--- config.mk ---
export PLATFORM = sky130hd
export DESIGN_NAME = prog_loader
export DESIGN_NICKNAME = d
export VERILOG_FILES = /design/src/rtl/prog_loader.sv
export SDC_FILE = /design/constraint.sdc
export NUM_CORES = 1
export LEC_CHECK = 0
export BUFFER_PORTS_ARGS = -buffer_cell sky130_fd_sc_hd__buf_2
export CORE_ASPECT_RATIO = 1.4
export CORE_UTILIZATION = 55
export DETAILED_ROUTE_END_ITERATION = 8
export GPL_TIMING_DRIVEN = 0
export PLACE_DENSITY = 0.76
export SLEW_MARGIN = 20
export SYNTH_ARGS = -nofsm -noshare
export SYNTH_HDL_FRONTEND = slang
export SYNTH_SLANG_ARGS = --single-unit
export TNS_END_PERCENT = 100
--- constraint.sdc ---
create_clock -name clk -period 6.56 [get_ports clk]
set_input_delay 1.312 -clock clk [delete_from_list [all_inputs] [get_ports clk]]
set_output_delay 1.312 -clock clk [all_outputs]
set_load 0.005 [all_outputs]
--- src/rtl/prog_loader.sv ---
// prog_loader: frames the UART load stream and writes words to sdram_ctl.
// Define PROG_LOADER_CSUM_EN to expect and verify the 16-bit checksum trailer.
`timescale 1ns/1ps
module prog_loader #(
  parameter int ADDR_WIDTH = 25,
  parameter int BASE_ADDR  = 0,
  parameter int FIFO_DEPTH = 4
) (
  input  logic                  clk,
  input  logic                  rst,
  input  logic                  load_en,
  input  logic                  byte_valid,
  input  logic [7:0]            byte_data,
  output logic                  wr_req,
  output logic [ADDR_WIDTH-1:0] wr_addr,
  output logic [15:0]           wr_data,
  input  logic                  wr_ack,
  output logic [15:0]           word_count,
  output logic                  busy,
  output logic                  done,
  output logic [1:0]            err
);

  localparam int PW = $clog2(FIFO_DEPTH);
  typedef logic [PW:0] ptr_t;

  localparam logic [3:0] S_IDLE    = 4'd0;
  localparam logic [3:0] S_LEN_HI  = 4'd1;
  localparam logic [3:0] S_LEN_LO  = 4'd2;
  localparam logic [3:0] S_DATA_HI = 4'd3;
  localparam logic [3:0] S_DATA_LO = 4'd4;
`ifdef PROG_LOADER_CSUM_EN
  localparam logic [3:0] S_CSUM_HI = 4'd5;
  localparam logic [3:0] S_CSUM_LO = 4'd6;
`endif
  localparam logic [3:0] S_DRAIN   = 4'd7;
  localparam logic [3:0] S_DONE    = 4'd8;
  localparam logic [3:0] S_ERROR   = 4'd9;
`ifdef PROG_LOADER_CSUM_EN
  localparam logic [3:0] S_POST    = S_CSUM_HI;
`else
  localparam logic [3:0] S_POST    = S_DRAIN;
`endif

  logic [3:0]  state, state_n;
  logic        load_q;
  logic [7:0]  hi_q;
  logic [15:0] left;
  logic [15:0] word;
  logic [15:0] fifo_mem [FIFO_DEPTH];
  ptr_t        wptr, rptr, rptr_n;
  logic        rise, fall, in_sess, take;
  logic        empty, full, pop, pop_fifo;
  logic        push_try, ovf, push;
  logic        csum_bad, go_err;

  assign rise     = load_en & ~load_q;
  assign fall     = ~load_en & load_q;
  assign in_sess  = (state != S_IDLE) && (state != S_DONE) &&
                    (state != S_ERROR);
  assign take     = byte_valid & in_sess & (state != S_DRAIN) &
                    ~rise & ~fall;
  assign word     = {hi_q, byte_data};

  assign empty    = (wptr == rptr);
  assign full     = (wptr[PW] != rptr[PW]) &&
                    (wptr[PW-1:0] == rptr[PW-1:0]);
  assign pop      = wr_req & wr_ack;
  assign pop_fifo = pop & ~empty;
  assign rptr_n   = pop_fifo ? rptr + ptr_t'(1) : rptr;

  // a pop in the same cycle frees the slot, so a full FIFO can still accept
  assign push_try = take & (state == S_DATA_LO);
  assign ovf      = push_try & full & ~pop_fifo;
  assign push     = push_try & ~ovf;

`ifdef PROG_LOADER_CSUM_EN
  logic [15:0] csum;
  assign csum_bad = take && (state == S_CSUM_LO) && (word != csum);
`else
  assign csum_bad = 1'b0;
`endif

  always_comb begin
    state_n = state;
    if (rise) begin
      state_n = S_LEN_HI;
    end else if (fall && in_sess) begin
      state_n = S_ERROR;
    end else if (take) begin
      unique case (state)
        S_LEN_HI:  state_n = S_LEN_LO;
        S_LEN_LO:  state_n = (word == 16'd0) ? S_POST : S_DATA_HI;
        S_DATA_HI: state_n = S_DATA_LO;
        S_DATA_LO: state_n = ovf ? S_ERROR :
                             (left == 16'd1) ? S_POST : S_DATA_HI;
`ifdef PROG_LOADER_CSUM_EN
        S_CSUM_HI: state_n = S_CSUM_LO;
        S_CSUM_LO: state_n = csum_bad ? S_ERROR : S_DRAIN;
`endif
        default:   state_n = state;
      endcase
    end else if (state == S_DRAIN && empty && !wr_req) begin
      state_n = S_DONE;
    end
  end

  assign go_err = (state_n == S_ERROR) && (state != S_ERROR);
  assign busy   = in_sess;
  assign done   = (state == S_DONE);

  always_ff @(posedge clk) begin
    if (push) fifo_mem[wptr[PW-1:0]] <= word;
  end

  always_ff @(posedge clk) begin
    if (rst) begin
      state      <= S_IDLE;
      load_q     <= 1'b0;
      hi_q       <= '0;
      left       <= '0;
      wptr       <= '0;
      rptr       <= '0;
      wr_req     <= 1'b0;
      wr_addr    <= '0;
      wr_data    <= '0;
      word_count <= '0;
      err        <= '0;
`ifdef PROG_LOADER_CSUM_EN
      csum       <= '0;
`endif
    end else begin
      state  <= state_n;
      load_q <= load_en;
      if (take) hi_q <= byte_data;
      if (take && state == S_LEN_LO) left <= word;
      if (push) left <= left - 16'd1;
      if (rise) begin
        wptr       <= '0;
        rptr       <= '0;
        wr_req     <= 1'b0;
        word_count <= '0;
        err        <= '0;
`ifdef PROG_LOADER_CSUM_EN
        csum       <= '0;
`endif
      end else begin
        rptr <= rptr_n;
        // entering ERROR discards whatever is still queued
        if (go_err) wptr <= rptr_n;
        else if (push) wptr <= wptr + ptr_t'(1);
        if (ovf) err <= 2'd1;
        else if (csum_bad) err <= 2'd2;
        if (pop) begin
          wr_req     <= 1'b0;
          word_count <= word_count + 16'd1;
        end else if (!wr_req && !empty && in_sess && !go_err) begin
          wr_req  <= 1'b1;
          wr_data <= fifo_mem[rptr[PW-1:0]];
          wr_addr <= ADDR_WIDTH'(BASE_ADDR) + ADDR_WIDTH'(word_count);
        end
`ifdef PROG_LOADER_CSUM_EN
        if (push) csum <= csum + word;
`endif
      end
    end
  end

endmodule

==> impl_results.rst, run 1 <==
.. list-table::
   :header-rows: 1

   * - Metric
     - Value
   * - Status
     - completed
   * - Post-synth top area share
     - 29.0%
   * - Final wirelength
     - 14.4 mm
   * - Buffers plus inverters on the worst setup path
     - 4
   * - Critical register-to-register path startpoint
     - left[5]
   * - Number of library cell types mapped by synthesis
     - 57
   * - WP data required
     - 6.60 ns
   * - Pre-antenna DRT Iters
     - 4
   * - Terminus of the critical flop-to-flop path
     - wr_addr[0]
   * - Kind of end point of the critical path
     - flip-flop
   * - Buffer levels on the longest clock path
     - 2
   * - Antenna violations before repair
     - 0
   * - Fin cells
     - 828
   * - Violation count after the first detailed-routing iteration
     - 261
   * - Main area contributors after synthesis
     - edfxtp_1 29%, dfxtp_1 26%, nand2b_1 6.6%, mux2i_1 6.5%, mux4_2 5.4%
   * - Topmost layer with routed signal wires
     - met4
   * - Pins Over Slew Limit
     - 0
   * - Type of element launching the critical path
     - primary input
   * - Total power
     - 2.04 mW
   * - Total routed wire length on the met1 layer
     - 5.67 mm
   * - Final instance area
     - 7770 µm²
   * - Capture point of the critical path
     - fifo_mem[3][8]
   * - Cell at the slowest stage of the critical path
     - inv_1
   * - Post-detailed-placement half-perimeter wirelength
     - 9.91 mm
   * - Largest fanout of any net on the critical path
     - 16
   * - Worst slew margin
     - 43.1%
   * - Number of placed instances, taps included
     - 796
   * - Crit share post-route
     - 54.6%
   * - CTS clock-pin slew for the worst setup and hold paths
     - 0.06 ns
   * - R2R cell count
     - 8
   * - Antenna diodes
     - 0
   * - Post-route DRC
     - 0
   * - Hold Fails Final Rpt
     - 0
   * - Final weighted congestion in routability-driven placement
     - 0.902
   * - Sum of negative setup slack
     - 0 ns
   * - Via count of the first global-routing pass
     - 4752
   * - Share of the yosys chip area belonging to registers
     - 54.6%
   * - P_leak
     - 2.83 nW
   * - Min-Delay Path Class
     - reg -> reg
   * - Yosys warning count
     - 0
   * - Cell-by-cell listing of the critical path
     - buf_2, xnor2_1, and2_1, clkbuf_1, and3_1, clkbuf_1, nand2_1, inv_1
   * - Total placed instance area
     - 7170 µm²
   * - Timing-limited maximum frequency
     - 279 MHz
   * - Number of buffers added by the clock tree synthesis step
     - 17
   * - Arrival time at the worst endpoint
     - 3.62 ns
   * - Top_reg_cell synth
     - dfxtp_1
   * - WP depth
     - 8
   * - Detail-routed via count per cell
     - 5.69
   * - Number of setup buffers added after CTS
     - 0
   * - Port Buffers
     - 64
   * - Utilization of the core after routing
     - 66.1%
   * - Post-DRT Antenna Nets
     - 0
   * - Horizontal die dimension
     - 94.8 µm
   * - Flop-to-flop setup slack
     - 3.34 ns
   * - Total via count in the routed design
     - 4713
   * - Count of flip-flops with a built-in enable after synthesis
     - 64
   * - First-pass GRT wire length
     - 23.2 mm
   * - DR WL/cell
     - 17.4 µm
   * - Fin worst setup slack
     - 2.98 ns
   * - Placeable core region
     - 11800 µm²
   * - Largest stage delay on the critical path
     - 0.58 ns
   * - Worst Tran Pin Value
     - 0.854 ns
   * - Count of max-cap constraint violations
     - 0
   * - Boundary Pins
     - 75
   * - Number of cells upsized or downsized after cts
     - 0
   * - Total setup violations reported at the end of the flow
     - 0
   * - Sinks on Clock Net
     - 149
   * - # rows
     - 47
   * - Top cell by count, worst path
     - clkbuf_1
   * - Maximum number of pins on one net before global-route repair
     - 17
   * - Initial core utilization
     - 56.4%
   * - Power density over cell area
     - 262 nW/µm²
   * - Critical path's top delay family
     - buffers and inverters
   * - Cell accounting for the most synthesized area
     - edfxtp_1
   * - Sum of met2 wire segment lengths after detailed routing
     - 7.87 mm
   * - Fraction of final layout cells with drive strength greater than 1
     - 19.8%
   * - Met3 routed WL
     - 637 µm
   * - Fraction of registers with async set/reset
     - 0%
   * - Fin nets
     - 689
   * - Clock H-tree levels
     - 4
   * - Remaining global-route overflow
     - 0
   * - Critical path origin
     - load_en
   * - Clock tree from TritonCTS
     - yes
   * - Worst Clk Skew
     - 0.0106 ns
   * - Total of hold buffers inserted after clock tree synthesis
     - 0
   * - Hold Slack
     - 0.444 ns
   * - FF+latch count, synth
     - 149
   * - Period minus WS final
     - 3.58 ns
   * - Unrepaired setup endpoints after global routing
     - no
   * - Maximum ir drop on the vdd rail
     - 205 µV
   * - Total global-route track usage
     - 24.5%
   * - Die area
     - 12500 µm²
   * - Setup slack after placement
     - 2.59 ns
   * - Clock latency at the later pin of the worst-skew pair
     - 0.42 ns
   * - Crit Path Class
     - in -> reg
   * - Post-synthesis cell count
     - 576
   * - Clock root cell
     - clkbuf_16
   * - P&R area growth vs syn
     - 17.1%
   * - Post-synthesis average cell area
     - 11.5 µm²
   * - Post-synthesis cell area
     - 6630 µm²
   * - Die outline height
     - 132 µm
-- cells by family (layout without fill, tap and decap cells) --
kind of cell,Yosys count,in the layout,share of synthesized area (%)
buffers and inverters,46,142,3.90
xor gates and xnor gates,21,21,2.77
DFF,149,149,54.6
AOI/OAI and AO/OA,60,60,6.34
adders and majority gates,8,8,1.51
and+or+nand+nor,231,231,18.7
other,1,10,0.0565
muxes,60,60,12.1
-- cell type report --
class / count / area (µm²)
Sequential cell: 149 / 3620
Buffer: 39 / 233
Clock buffer: 23 / 510
Tap cell: 147 / 184
Timing Repair Buffer: 64 / 320
Clock inverter: 9 / 87.6
Fill cell: 909 / 3990
Inverter: 7 / 26.3
Multi-Input combinational cell: 390 / 2790
-- state kept, by name, indices dropped and copies added, names as in the netlist, 3 cells and up --
name	flops
fifo_mem	64
hi_q	8
left	16
rptr	3
state	4
word_count	16
wptr	3
wr_addr	16
wr_data	16
-- cell usage after synthesis, types with 13 or more instances --
library cell  number
nand2_1           31
nor3_1            13
nand3_1           15
edfxtp_1          64
clkbuf_1          25
mux4_2            16
nand2b_1          70
a21oi_1           17
dfxtp_1           85
mux2i_1           43
nor2_1            59
xor2_1            13
-- worst min-delay path by stage --
stage                      start  endpoint  slack (ns)  cells after the start
final                     err[0]    err[0]        0.44                      2
after global routing      err[0]    err[0]        0.48                      2
after CTS                 err[0]    err[0]        0.45                      2
after detailed placement  err[0]    err[0]        0.44                      2
after global placement    err[0]    err[0]        0.43                      2
after floorplan           err[0]    err[0]        0.44                      2
-- worst min-delay path, delay by kind of cell, from the launching register on --
family                 cells  cell delay (ns)
DFF                        1             0.31
buffers and inverters      1             0.05
AOI/OAI and AO/OA          1             0.05
-- where the power goes --
part / internal, mW / switching (mW) / total, mW / leakage, nW
clock network: 0.590 / 0.384 / 0.974 / 0.295
registers: 0.971 / 0.00771 / 0.979 / 1.22
logic: 0.0340 / 0.0515 / 0.0855 / 1.32
total: 1.60 / 0.443 / 2.04 / 2.83
-- metal layers --
layer / up-vias / global-route usage [%]
met5: - / 0
met4: 0 / 9.26
met3: 30 / 5.36
met2: 142 / 44.1
met1: 2299 / 27.5
li1: 2242 / -
-- layout by cell type, fill, tap and decap left out, types with 11 or more instances in the layout --
master | netlist | routed
a21oi_1 | 17 | 17
buf_2 | 0 | 64
clkbuf_1 | 25 | 27
clkbuf_16 | 0 | 19
dfxtp_1 | 85 | 85
edfxtp_1 | 64 | 64
mux2i_1 | 43 | 43
mux4_2 | 16 | 16
nand2_1 | 31 | 31
nand2b_1 | 70 | 70
nand3_1 | 15 | 15
nor2_1 | 59 | 59
nor3_1 | 13 | 13
o21ai_0 | 11 | 11
xor2_1 | 13 | 13
Power figures use the tool's default switching activity.
==> run 2: changes to the inputs <==
Settings changed: CORE_UTILIZATION 55 to 53.
Clock period 6.56 ns to 3.2 ns, I/O delays scaled along.
==> run 2 against run 1 <==
  * First-iteration DRC count fell by 20%
  * Total power increased by 100%
  * Design area grew 0.47%
  * Clock skew fell by 0.0012 ns
  * Global-route usage decreased by 1.0 points
  * Routed wire length shrank 2.0%
  * Critical path depth up 1
  * Hold slack lost 0.0015 ns
  * Core utilization down 2.3 points
  * Non-clock buffer count up 2
  * Sequential share of layout area decreased by 0.22 points
  * Worst setup slack got worse by 2.8 ns
==> impl_results.rst, run 2 (same netlist as run 1, synthesis figures left out) <==
.. list-table::
   :header-rows: 1

   * - Metric
     - Value
   * - Antenna violations before repair
     - 0 (unchanged)
   * - P_leak
     - 2.82 nW (was 2.83 nW)
   * - Hold Fails Final Rpt
     - 0 (unchanged)
   * - Min-Delay Path Class
     - reg -> reg (unchanged)
   * - Period minus WS final
     - 3.05 ns
   * - Timing-limited maximum frequency
     - 328 MHz
   * - Status
     - completed (unchanged)
   * - Unrepaired setup endpoints after global routing
     - no (unchanged)
   * - Buffers plus inverters on the worst setup path
     - 2 (was 4)
   * - Largest register FFs
     - 64 (unchanged)
   * - Internal Dissipation
     - 3.25 mW (was 1.60 mW)
   * - Commonest non-fill, non-tap cells in the layout
     - 85 x dfxtp_1, 70 x nand2b_1, 64 x edfxtp_1, 64 x buf_2, 59 x nor2_1 (unchanged)
   * - Total placed instance area
     - 7180 µm² (was 7170 µm²)
   * - # rows
     - 48 (was 47)
   * - Sum of negative setup slack
     - 0 ns (unchanged)
   * - Pins Over Slew Limit
     - 0 (unchanged)
   * - Via count of the first global-routing pass
     - 4752 (unchanged)
   * - Power density over cell area
     - 528 nW/µm² (was 262 nW/µm²)
   * - Sinks on Clock Net
     - 149 (unchanged)
   * - Total via count in the routed design
     - 4661 (was 4713)
   * - Number of buffers added by the clock tree synthesis step
     - 17 (unchanged)
   * - Crit share post-route
     - 95.3%
   * - Total setup violations reported at the end of the flow
     - 0 (unchanged)
   * - Clock H-tree levels
     - 4 (unchanged)
   * - Maximum ir drop on the vdd rail
     - 309 µV (was 205 µV)
   * - Violation count after the first detailed-routing iteration
     - 208 (was 261)
   * - Post-DRT Antenna Nets
     - 0 (unchanged)
   * - Post-detailed-placement half-perimeter wirelength
     - 9.96 mm (was 9.91 mm)
   * - Fraction of power consumed by combinational cells
     - 4.3% (was 4.2%)
   * - Cell-by-cell listing of the critical path
     - or4_4, or4_4, or3_4, nor4_4, o221ai_4, a21oi_4, buf_12, buf_12, mux2i_1 (was buf_2, xnor2_1, and2_1, clkbuf_1, and3_1, clkbuf_1, nand2_1, inv_1)
   * - WP data required
     - 3.54 ns (was 6.60 ns)
   * - Worst Clk Skew
     - 0.00939 ns (was 0.0106 ns)
   * - Total global-route track usage
     - 23.4% (was 24.5%)
   * - Die area
     - 13000 µm² (was 12500 µm²)
   * - Initial core utilization
     - 54.1% (was 56.4%)
   * - Die outline height
     - 134 µm (was 132 µm)
   * - Pre-antenna DRT Iters
     - 6 (was 4)
   * - CTS clock-pin slew for the worst setup and hold paths
     - 0.06 ns (about the same)
   * - Placeable core region
     - 12300 µm² (was 11800 µm²)
   * - Switch Pwr
     - 0.873 mW (was 0.443 mW)
   * - Buffer levels on the longest clock path
     - 2 (unchanged)
   * - Number of placed instances, taps included
     - 799 (was 796)
   * - Type of element launching the critical path
     - flip-flop (was primary input)
   * - Final instance area
     - 7810 µm² (was 7770 µm²)
   * - Crit Path Class
     - reg -> reg (was in -> reg)
   * - Clock root cell
     - clkbuf_16 (unchanged)
   * - Proportion of power drawn by flip-flops and latches
     - 48.6% (was 48.0%)
   * - Leading cell type in the layout, fill and taps excluded
     - dfxtp_1 (unchanged)
   * - Final weighted congestion in routability-driven placement
     - 0.944 (was 0.902)
   * - Count of max-cap constraint violations
     - 0 (unchanged)
   * - Worst slew margin
     - 42.9% (was 43.1%)
   * - P&R area growth vs syn
     - 17.7% (was 17.1%)
   * - Maximum number of pins on one net before global-route repair
     - 17 (unchanged)
   * - Fin nets
     - 691 (was 689)
   * - Largest fanout of any net on the critical path
     - 10 (was 16)
   * - Clock tree from TritonCTS
     - yes (unchanged)
   * - Clock Power Share
     - 47.1% (was 47.8%)
   * - Critical path's top delay family
     - simple AND/OR/NAND/NOR gates (was buffers and inverters)
   * - Antenna diodes
     - 0 (unchanged)
   * - Post-route DRC
     - 0 (unchanged)
   * - DR WL/cell
     - 17.0 µm (was 17.4 µm)
   * - Remaining global-route overflow
     - 0 (unchanged)
   * - Detail-routed via count per cell
     - 5.60 (was 5.69)
   * - Boundary Pins
     - 75 (unchanged)
   * - Largest stage delay on the critical path
     - 0.59 ns (was 0.58 ns)
   * - Kind of end point of the critical path
     - flip-flop (unchanged)
   * - Clock latency at the later pin of the worst-skew pair
     - 0.41 ns (was 0.42 ns)
   * - Cell at the slowest stage of the critical path
     - or4_4 (was inv_1)
   * - Fraction of final layout cells with drive strength greater than 1
     - 20.5% (was 19.8%)
   * - Switching power share of the total
     - 21.2% (was 21.7%)
   * - First-pass GRT wire length
     - 22.9 mm (was 23.2 mm)
   * - Fin cells
     - 833 (was 828)
   * - Final wirelength
     - 14.2 mm (was 14.4 mm)
   * - Worst Tran Pin Value
     - 0.857 ns (was 0.854 ns)
   * - Horizontal die dimension
     - 96.6 µm (was 94.8 µm)
   * - Port Buffers
     - 64 (unchanged)
   * - Arrival time at the worst endpoint
     - 3.39 ns (was 3.62 ns)
run 2: cell count changes in the layout (fill, tap and decap cells not counted), moves of 2 or more:
cell	delta
clkinvlp_4	+5
inv_4	-3
clkbuf_16	-2
clkinv_4	-2
run 2: layer usage:
metal	share of wire [%]	vias to the layer above	global-route usage, %
met5	0	-	0
met4	2.8	0	10.5
met3	4.6	26	4.88
met2	53	162	41.7
met1	39	2223	26.3
li1	-	2250	-
run 2: power by group through the flow:
stage / clock (mW) / sequential, mW / combinational, mW
CTS: 1.97 / 2.01 / 0.173
finish: 1.94 / 2.01 / 0.176
detailed placement: 0 / 2.05 / 0.171
global placement: 0 / 2.05 / 0.167
floorplan: 0 / 2.04 / 0.118
global route: 2.05 / 2.01 / 0.194
run 2: worst paths after layout:
path | from | to | slack, ns | cells past startpoint
worst max register to register | left[5] | wr_data[14] | 0.15 | 9
worst min-delay path | err[0] | err[0] | 0.44 | 2
worst max-delay path | left[5] | wr_data[14] | 0.15 | 9
worst min register to register | err[0] | err[0] | 0.44 | 2
run 2: repair_timing:
item | 4_1_cts | 5_1_grt
pin swaps | 1 | 1
hold buffers | 0 | 0
setup endpoints to repair | 46 | 80
gates resized for setup | 1 | 4
buffers inserted | 2 | 0
run 2: layout make-up:
type / instances / area [µm²]
Timing Repair Buffer: 66 / 348
Buffer: 39 / 234
Inverter: 7 / 30.0
Clock inverter: 11 / 125
Fill cell: 966 / 4450
Tap cell: 150 / 188
Multi-Input combinational cell: 390 / 2800
Clock buffer: 21 / 460
Sequential cell: 149 / 3620
run 2: metrics by stage:
stage                     total power, mW  hold WS (ns)  utilization, %  worst slack (ns)
final                                4.13         0.443            63.7             0.150
after global routing                 4.25         0.476            63.7            0.0321
after floorplan                      2.16         0.442               -             0.309
after detailed placement             2.22         0.443            58.6            -0.111
after CTS                            4.15         0.450            63.6            0.0158
after global placement               2.21         0.440            58.6           -0.0238
run 2: worst register-to-register path, delay by kind of cell (launching register included):
kind | cells | cell delay [ns]
muxes | 1 | 0.20
buffers and inverters | 2 | 0.29
DFF | 1 | 0.37
and+or+nand+nor | 4 | 1.70
AOI/OAI and AO/OA | 2 | 0.42
